**src/rtl/controller_sequencer.sv**
```systemverilog
`default_nettype none
// ============================================================================
// Module   : controller_sequencer
// Purpose  : T1-T6 ring counter and opcode decode producing every bus strobe
//            of the 8-bit bus CPU. Optional macro STEP_EN adds a single-step
//            enable that gates ring advance and all strobes except hlt.
// Revision : 1.0  initial release
// ============================================================================
module controller_sequencer (
  input  logic       clk,
  input  logic       rst,
  input  logic [3:0] opcode,
`ifdef STEP_EN
  input  logic       step,
`endif
  output logic [5:0] t,
  output logic       cp,
  output logic       ep,
  output logic       lm,
  output logic       ce,
  output logic       li,
  output logic       ei,
  output logic       la,
  output logic       ea,
  output logic       su,
  output logic       eu,
  output logic       lb,
  output logic       lo,
  output logic       hlt
);

  localparam logic [3:0] C_OP_LDA = 4'h0;
  localparam logic [3:0] C_OP_ADD = 4'h1;
  localparam logic [3:0] C_OP_SUB = 4'h2;
  localparam logic [3:0] C_OP_OUT = 4'hE;
  localparam logic [3:0] C_OP_HLT = 4'hF;

  logic [5:0] r_t;
  logic       r_halted;
  logic       w_adv;
  logic       w_en;
  logic       w_hlt_t4;
  logic       w_cp, w_ep, w_lm, w_ce, w_li, w_ei;
  logic       w_la, w_ea, w_su, w_eu, w_lb, w_lo;

`ifdef STEP_EN
  assign w_adv = step;
`else
  assign w_adv = 1'b1;
`endif

  assign w_hlt_t4 = r_t[3] && (opcode == C_OP_HLT);

  // The halt opcode parks the ring at T4 instead of walking on to T5.
  always_ff @(posedge clk) begin
    if (rst) begin
      r_t      <= 6'b000001;
      r_halted <= 1'b0;
    end else if (!r_halted && w_adv) begin
      if (w_hlt_t4) begin
        r_halted <= 1'b1;
      end else begin
        r_t <= {r_t[4:0], r_t[5]};
      end
    end
  end

  always_comb begin
    w_cp = 1'b0; w_ep = 1'b0; w_lm = 1'b0; w_ce = 1'b0; w_li = 1'b0; w_ei = 1'b0;
    w_la = 1'b0; w_ea = 1'b0; w_su = 1'b0; w_eu = 1'b0; w_lb = 1'b0; w_lo = 1'b0;
    unique case (1'b1)
      r_t[0]: begin w_ep = 1'b1; w_lm = 1'b1; end
      r_t[1]: w_cp = 1'b1;
      r_t[2]: begin w_ce = 1'b1; w_li = 1'b1; end
      r_t[3]: begin
        case (opcode)
          C_OP_LDA, C_OP_ADD, C_OP_SUB: begin w_ei = 1'b1; w_lm = 1'b1; end
          C_OP_OUT:                     begin w_ea = 1'b1; w_lo = 1'b1; end
          default: ;
        endcase
      end
      r_t[4]: begin
        case (opcode)
          C_OP_LDA:           begin w_ce = 1'b1; w_la = 1'b1; end
          C_OP_ADD, C_OP_SUB: begin w_ce = 1'b1; w_lb = 1'b1; end
          default: ;
        endcase
      end
      r_t[5]: begin
        case (opcode)
          C_OP_ADD: begin w_eu = 1'b1; w_la = 1'b1; end
          C_OP_SUB: begin w_su = 1'b1; w_eu = 1'b1; w_la = 1'b1; end
          default: ;
        endcase
      end
      default: ;
    endcase
  end

  // Strobes last one enabled cycle and vanish during reset or halt.
  assign w_en = w_adv && !rst && !r_halted;

  assign t   = r_t;
  assign cp  = w_cp & w_en;
  assign ep  = w_ep & w_en;
  assign lm  = w_lm & w_en;
  assign ce  = w_ce & w_en;
  assign li  = w_li & w_en;
  assign ei  = w_ei & w_en;
  assign la  = w_la & w_en;
  assign ea  = w_ea & w_en;
  assign su  = w_su & w_en;
  assign eu  = w_eu & w_en;
  assign lb  = w_lb & w_en;
  assign lo  = w_lo & w_en;
  assign hlt = !rst && (r_halted || w_hlt_t4);

endmodule
`default_nettype wire

```
**config.mk**
```make
export PLATFORM = sky130hd
export DESIGN_NAME = controller_sequencer
export DESIGN_NICKNAME = d
export VERILOG_FILES = /design/src/rtl/controller_sequencer.sv
export SDC_FILE = /design/constraint.sdc
export NUM_CORES = 1
export LEC_CHECK = 0
export BUFFER_PORTS_ARGS = -buffer_cell sky130_fd_sc_hd__buf_2
export CAP_MARGIN = 30
export CORE_AREA = 2 2 39 41
export CTS_CLUSTER_SIZE = 14
export DETAILED_ROUTE_END_ITERATION = 10
export DIE_AREA = 0 0 41 43
export PLACE_DENSITY = 0.77
export REMOVE_ABC_BUFFERS = 1
export SLEW_MARGIN = 20
export SYNTH_ARGS = -nofsm -noshare
export SYNTH_HDL_FRONTEND = slang
export SYNTH_SLANG_ARGS = --single-unit
export TNS_END_PERCENT = 100
```
**constraint.sdc**
```tcl
create_clock -name clk -period 2 [get_ports clk]
set_input_delay 0.1 -clock clk [delete_from_list [all_inputs] [get_ports clk]]
set_output_delay 0.1 -clock clk [all_outputs]
set_load 0.03 [all_outputs]
```
==> flow_summary.html <==
<table>
<tr><th>Metric</th><th>Value</th></tr>
<tr><th colspan="2">Clock tree</th></tr>
<tr><td>CTS tree</td><td>done</td></tr>
<tr><td>Register clock-pin slew on the reported worst setup and hold paths</td><td>0.05 ns</td></tr>
<tr><td>Root buffer cell</td><td>sky130_fd_sc_hd__clkbuf_4</td></tr>
<tr><td>Clock latency reported for the late side of the worst-skew pair</td><td>around 0.25 ns</td></tr>
<tr><td># hold bufs at CTS</td><td>0</td></tr>
<tr><td># resized after CTS</td><td>0</td></tr>
<tr><td>Largest buffer count on any clock path</td><td>2</td></tr>
<tr><td>CTS H-tree lvls</td><td>1</td></tr>
<tr><td>Sinks on Clock Net</td><td>7</td></tr>
<tr><td>Number of buffers created by CTS</td><td>3</td></tr>
<tr><td>Post-CTS setup repair buffer count</td><td>0</td></tr>
<tr><th colspan="2">Power and ir drop</th></tr>
<tr><td>Clock group share of total power</td><td>31.3%</td></tr>
<tr><td>Switching part of the total power</td><td>a little over a third</td></tr>
<tr><td>Post-layout power</td><td>between 0.0004 and 0.0005 W</td></tr>
<tr><td>Power density over the cells</td><td>643 nW/um2</td></tr>
<tr><td>Int Power</td><td>~0.00027 W</td></tr>
<tr><td>Worst-case vdd ir drop</td><td>between 0.3 and 0.4 mV</td></tr>
<tr><td>Switching power</td><td>0.000149 W</td></tr>
<tr><td>Sequential share of power</td><td>39.5%</td></tr>
<tr><td>Share of power burned in combinational logic</td><td>between 20% and 30%</td></tr>
<tr><td>Leakage power summed over all cells</td><td>between 0.3 and 0.4 nW</td></tr>
<tr><th colspan="2">Outcome</th></tr>
<tr><td>Run status</td><td>complete, no violations</td></tr>
<tr><th colspan="2">Synthesis</th></tr>
<tr><td>Dominant synthesized flop cell</td><td>sky130_fd_sc_hd__dfxtp_1</td></tr>
<tr><td>Area leader, netlist</td><td>sky130_fd_sc_hd__dfxtp_1</td></tr>
<tr><td>Yosys reg bits</td><td>7</td></tr>
<tr><td>Post-synth top cells</td><td>7 x sky130_fd_sc_hd__dfxtp_1, 6 x sky130_fd_sc_hd__buf_4, 5 x sky130_fd_sc_hd__nor2_1</td></tr>
<tr><td>Number of distinct standard cells referenced by the synthesized netlist</td><td>34</td></tr>
<tr><td>Average footprint of a synthesized cell</td><td>8.61 um2</td></tr>
<tr><td>Cell count after synthesis</td><td>61</td></tr>
<tr><td>Portion of the post-synthesis area used by sequential elements</td><td>26.7%</td></tr>
<tr><td>Synth Cell Area</td><td>526 um2</td></tr>
<tr><td>Top cells by area in the synthesized netlist</td><td>sky130_fd_sc_hd__dfxtp_1 27%, sky130_fd_sc_hd__buf_4 8.6%, sky130_fd_sc_hd__o311ai_1 5.0%, sky130_fd_sc_hd__nor3b_2 4.8%, sky130_fd_sc_hd__nor4_4 4.0%</td></tr>
<tr><td>Count of synthesis-stage warnings from yosys</td><td>0</td></tr>
<tr><td>Count leader, synth</td><td>sky130_fd_sc_hd__dfxtp_1</td></tr>
<tr><td>Share of flip-flops with an asynchronous set or reset after synthesis</td><td>0%</td></tr>
<tr><td>Share of the synthesized area in the top cell type</td><td>26.7%</td></tr>
<tr><td>Number of synthesized flops with an enable pin</td><td>0</td></tr>
<tr><th colspan="2">Worst hold path</th></tr>
<tr><td>Worst Hold Path EP</td><td>r_halted$_SDFF_PP0_</td></tr>
<tr><td>Min-Delay Path Depth</td><td>2</td></tr>
<tr><td>Launch instance of the worst min-delay path</td><td>rst</td></tr>
<tr><td>Worst hold-check path type</td><td>in -&gt; reg</td></tr>
<tr><th colspan="2">Setup path</th></tr>
<tr><td>Reg2Reg Setup Slack</td><td>0.77 ns</td></tr>
<tr><td>R2R Path Start</td><td>r_halted$_SDFF_PP0_</td></tr>
<tr><td>Worst endpoint required time</td><td>1.90 ns</td></tr>
<tr><td>Worst Setup Start Kind</td><td>flop</td></tr>
<tr><td>Worst reg-to-reg path cell count</td><td>3</td></tr>
<tr><td>Max Fanout on Critical Path</td><td>11</td></tr>
<tr><td>Critical Path Sink Type</td><td>output port</td></tr>
<tr><td>Worst setup path category</td><td>reg -&gt; out</td></tr>
<tr><td>Critical Path AT</td><td>between 1.5 and 2 ns</td></tr>
<tr><td>Terminus of the critical flop-to-flop path</td><td>t[1]$_SDFFE_PP0P_</td></tr>
<tr><th colspan="2">Timing</th></tr>
<tr><td>Worst slew slack as a fraction of its limit</td><td>69.3%</td></tr>
<tr><td>Final Hold Viols</td><td>0</td></tr>
<tr><td>Period utilisation layout</td><td>83.4%</td></tr>
<tr><td>Number of setup violations in the final report</td><td>0</td></tr>
<tr><td>Maximum clock rate</td><td>between 500 and 600 MHz</td></tr>
<tr><td>Worst Clk Skew</td><td>0.00144 ns</td></tr>
<tr><td>Transition time at the pin with the least slew margin</td><td>0.460 ns</td></tr>
<tr><td>Setup Total Neg Slack</td><td>0 ns</td></tr>
<tr><td>Setup repair after global routing missed its margin</td><td>no</td></tr>
<tr><td>Max-slew violation count</td><td>0</td></tr>
<tr><td>Minimum period implied by the final worst setup slack</td><td>1.67 ns</td></tr>
<tr><th colspan="2">Global routing</th></tr>
<tr><td>Global-route wire length before repair</td><td>1850 um</td></tr>
<tr><td>Highest-utilization routing layer at the global route stage</td><td>met2</td></tr>
<tr><td>Overflow left after global routing</td><td>0</td></tr>
<tr><td>Antenna violations before repair</td><td>0</td></tr>
<tr><td>Overall track demand over capacity in global routing</td><td>15.9%</td></tr>
<tr><td>Global-route met1 utilization</td><td>between 10% and 20%</td></tr>
<tr><td>Grt met2 use</td><td>a little under a quarter</td></tr>
<tr><td>Met3 Use GR</td><td>6.28%</td></tr>
<tr><td>Vias in the first global route</td><td>446</td></tr>
<tr><td>Pin count of the biggest net entering global routing</td><td>15</td></tr>
<tr><th colspan="2">Place</th></tr>
<tr><td>Post-DP HPWL</td><td>967 um</td></tr>
<tr><td>Number of input and output port buffers inserted</td><td>24</td></tr>
<tr><td>Placer's final routability congestion estimate</td><td>about 0.75</td></tr>
<tr><th colspan="2">Die</th></tr>
<tr><td>Area inside the core boundary</td><td>1380 um2</td></tr>
<tr><td>Die span in x</td><td>around 41 um</td></tr>
<tr><td>Die Y-Extent</td><td>43 um</td></tr>
<tr><td>I/O pin count</td><td>25</td></tr>
<tr><td>Total Die Area</td><td>1760 um2</td></tr>
<tr><td>Starting utilization of the core area</td><td>between 30 and 40%</td></tr>
<tr><td>Standard-cell row count</td><td>14</td></tr>
<tr><th colspan="2">Job</th></tr>
<tr><td>Max_cap viols</td><td>0</td></tr>
<tr><th colspan="2">Drt</th></tr>
<tr><td>1st-iter DRT viols</td><td>21</td></tr>
<tr><td>1st-pass router iterations</td><td>5</td></tr>
<tr><td>Routed WL per cell</td><td>12.4 um</td></tr>
<tr><td>Via-per-instance ratio</td><td>between 5 and 6</td></tr>
<tr><td>Post-detailed-route DRC marker count</td><td>0</td></tr>
<tr><td>Residual antenna-violating net count after detailed routing</td><td>0</td></tr>
<tr><td>Detailed-route wire length</td><td>1230 um</td></tr>
<tr><td>Total vias in the final route</td><td>around 550</td></tr>
<tr><th colspan="2">Layout</th></tr>
<tr><td>Antenna diodes</td><td>0</td></tr>
<tr><td>Layout area overhead</td><td>23.1%</td></tr>
<tr><td>Area of combinational cells with multiple inputs</td><td>325 um2</td></tr>
<tr><td>Share of the core filled with cells in the final layout</td><td>46.7%</td></tr>
<tr><td>Combined flip-flop and latch cell area</td><td>140 um2</td></tr>
<tr><td>Share of final-layout standard cells stronger than drive strength 1</td><td>41.0%</td></tr>
<tr><td>Net total in the final layout</td><td>90</td></tr>
<tr><td>Final-layout fill cell count</td><td>135</td></tr>
</table>
==> metrics by stage <==
step | worst slack [ns] | instances | cell area (um2) | hold WS (ns)
floorplan | -0.582 | 55 | 480 | 0.172
global placement | 0.612 | 95 | 621 | 0.441
detailed placement | 0.598 | 95 | 621 | 0.449
CTS | 0.324 | 99 | 647 | 0.185
global route | 0.202 | 99 | 647 | 0.224
finish | 0.331 | 99 | 647 | 0.189
==> cell families after synthesis <==
logic type	count (synthesis)	share of synthesized area, %
AO/OA/AOI/OAI	13	21.2
XOR/XNOR	1	1.67
buffers and inverters	10	11.4
flip-flops	7	26.7
multiplexers	1	1.90
AND/OR/NAND/NOR	29	37.1
==> sequential cells by signal, indices dropped and copies added, names as in the netlist <==
name / cells
r_halted: 1
t: 6
==> cells in the final DEF, fill, tap and decap left out <==
master	instances
sky130_fd_sc_hd__buf_2	24
sky130_fd_sc_hd__dfxtp_1	7
sky130_fd_sc_hd__nor2_1	5
sky130_fd_sc_hd__nand2_1	4
sky130_fd_sc_hd__inv_1	4
sky130_fd_sc_hd__o311ai_1	3
sky130_fd_sc_hd__clkbuf_4	3
sky130_fd_sc_hd__nand2b_1	2
sky130_fd_sc_hd__nor3b_2	2
sky130_fd_sc_hd__o211ai_1	2
sky130_fd_sc_hd__nand4_1	2
sky130_fd_sc_hd__nor4_4	1
sky130_fd_sc_hd__nand2_2	1
sky130_fd_sc_hd__and3_1	1
sky130_fd_sc_hd__nor3b_1	1
sky130_fd_sc_hd__xnor2_1	1
sky130_fd_sc_hd__nor2b_1	1
sky130_fd_sc_hd__o21a_1	1
sky130_fd_sc_hd__nand3_1	1
sky130_fd_sc_hd__nor4_1	1
sky130_fd_sc_hd__and2_2	1
sky130_fd_sc_hd__and3_2	1
sky130_fd_sc_hd__a21oi_4	1
sky130_fd_sc_hd__or2_1	1
sky130_fd_sc_hd__nor3_1	1
sky130_fd_sc_hd__o21bai_1	1
sky130_fd_sc_hd__o221a_1	1
sky130_fd_sc_hd__o21ai_0	1
sky130_fd_sc_hd__a21oi_1	1
sky130_fd_sc_hd__and4b_1	1
sky130_fd_sc_hd__mux2i_1	1
sky130_fd_sc_hd__and3b_1	1
sky130_fd_sc_hd__a41oi_1	1
sky130_fd_sc_hd__nand3b_1	1
sky130_fd_sc_hd__o31a_1	1
sky130_fd_sc_hd__clkbuf_1	1
==> area by class of cell <==
| cell class | instances | share of cell area [%] |
|---|---|---|
| clock buffers | 4 | 4.06 |
| inverters | 4 | 2.32 |
| multi-input cells | 44 | 50.3 |
| flip-flops and latches | 7 | 21.7 |
| well taps | 16 | 3.09 |
| repair buffers | 24 | 18.6 |
==> worst max-delay path, stage by stage (launching register included) <==
cell and delay [ns]:
sky130_fd_sc_hd__dfxtp_1 0.44, sky130_fd_sc_hd__nor4_4 0.39, sky130_fd_sc_hd__and3_1 0.21, sky130_fd_sc_hd__or2_1 0.09
sky130_fd_sc_hd__buf_2 0.18
==> worst max path at each step <==
stage                                   start  endpoint  cells after the start
final                     r_halted$_SDFF_PP0_        lm                      4
after global routing      r_halted$_SDFF_PP0_        lm                      4
after CTS                 r_halted$_SDFF_PP0_        lm                      4
after detailed placement  r_halted$_SDFF_PP0_        lm                      4
after global placement    r_halted$_SDFF_PP0_        lm                      4
after floorplan             t[3]$_SDFFE_PP0P_        ea                      2
==> power by group through the flow <==
stage,Sequential [W],Combinational (W),Clock (W)
6_report,0.000165,0.000122,0.000130
5_1_grt,0.000166,0.000131,0.000147
4_1_cts,0.000165,0.000122,0.000135
3_5_place_dp,0.000167,0.000122,0
3_3_place_gp,0.000167,0.000120,0
2_1_floorplan,0.000186,0.0000601,0
==> layer usage <==
layer	wire (um)	vias up
li1	-	264
met1	550	244
met2	514	32
met3	133	6
met4	30	0
met5	0	-
Power figures use the tool's default switching activity.
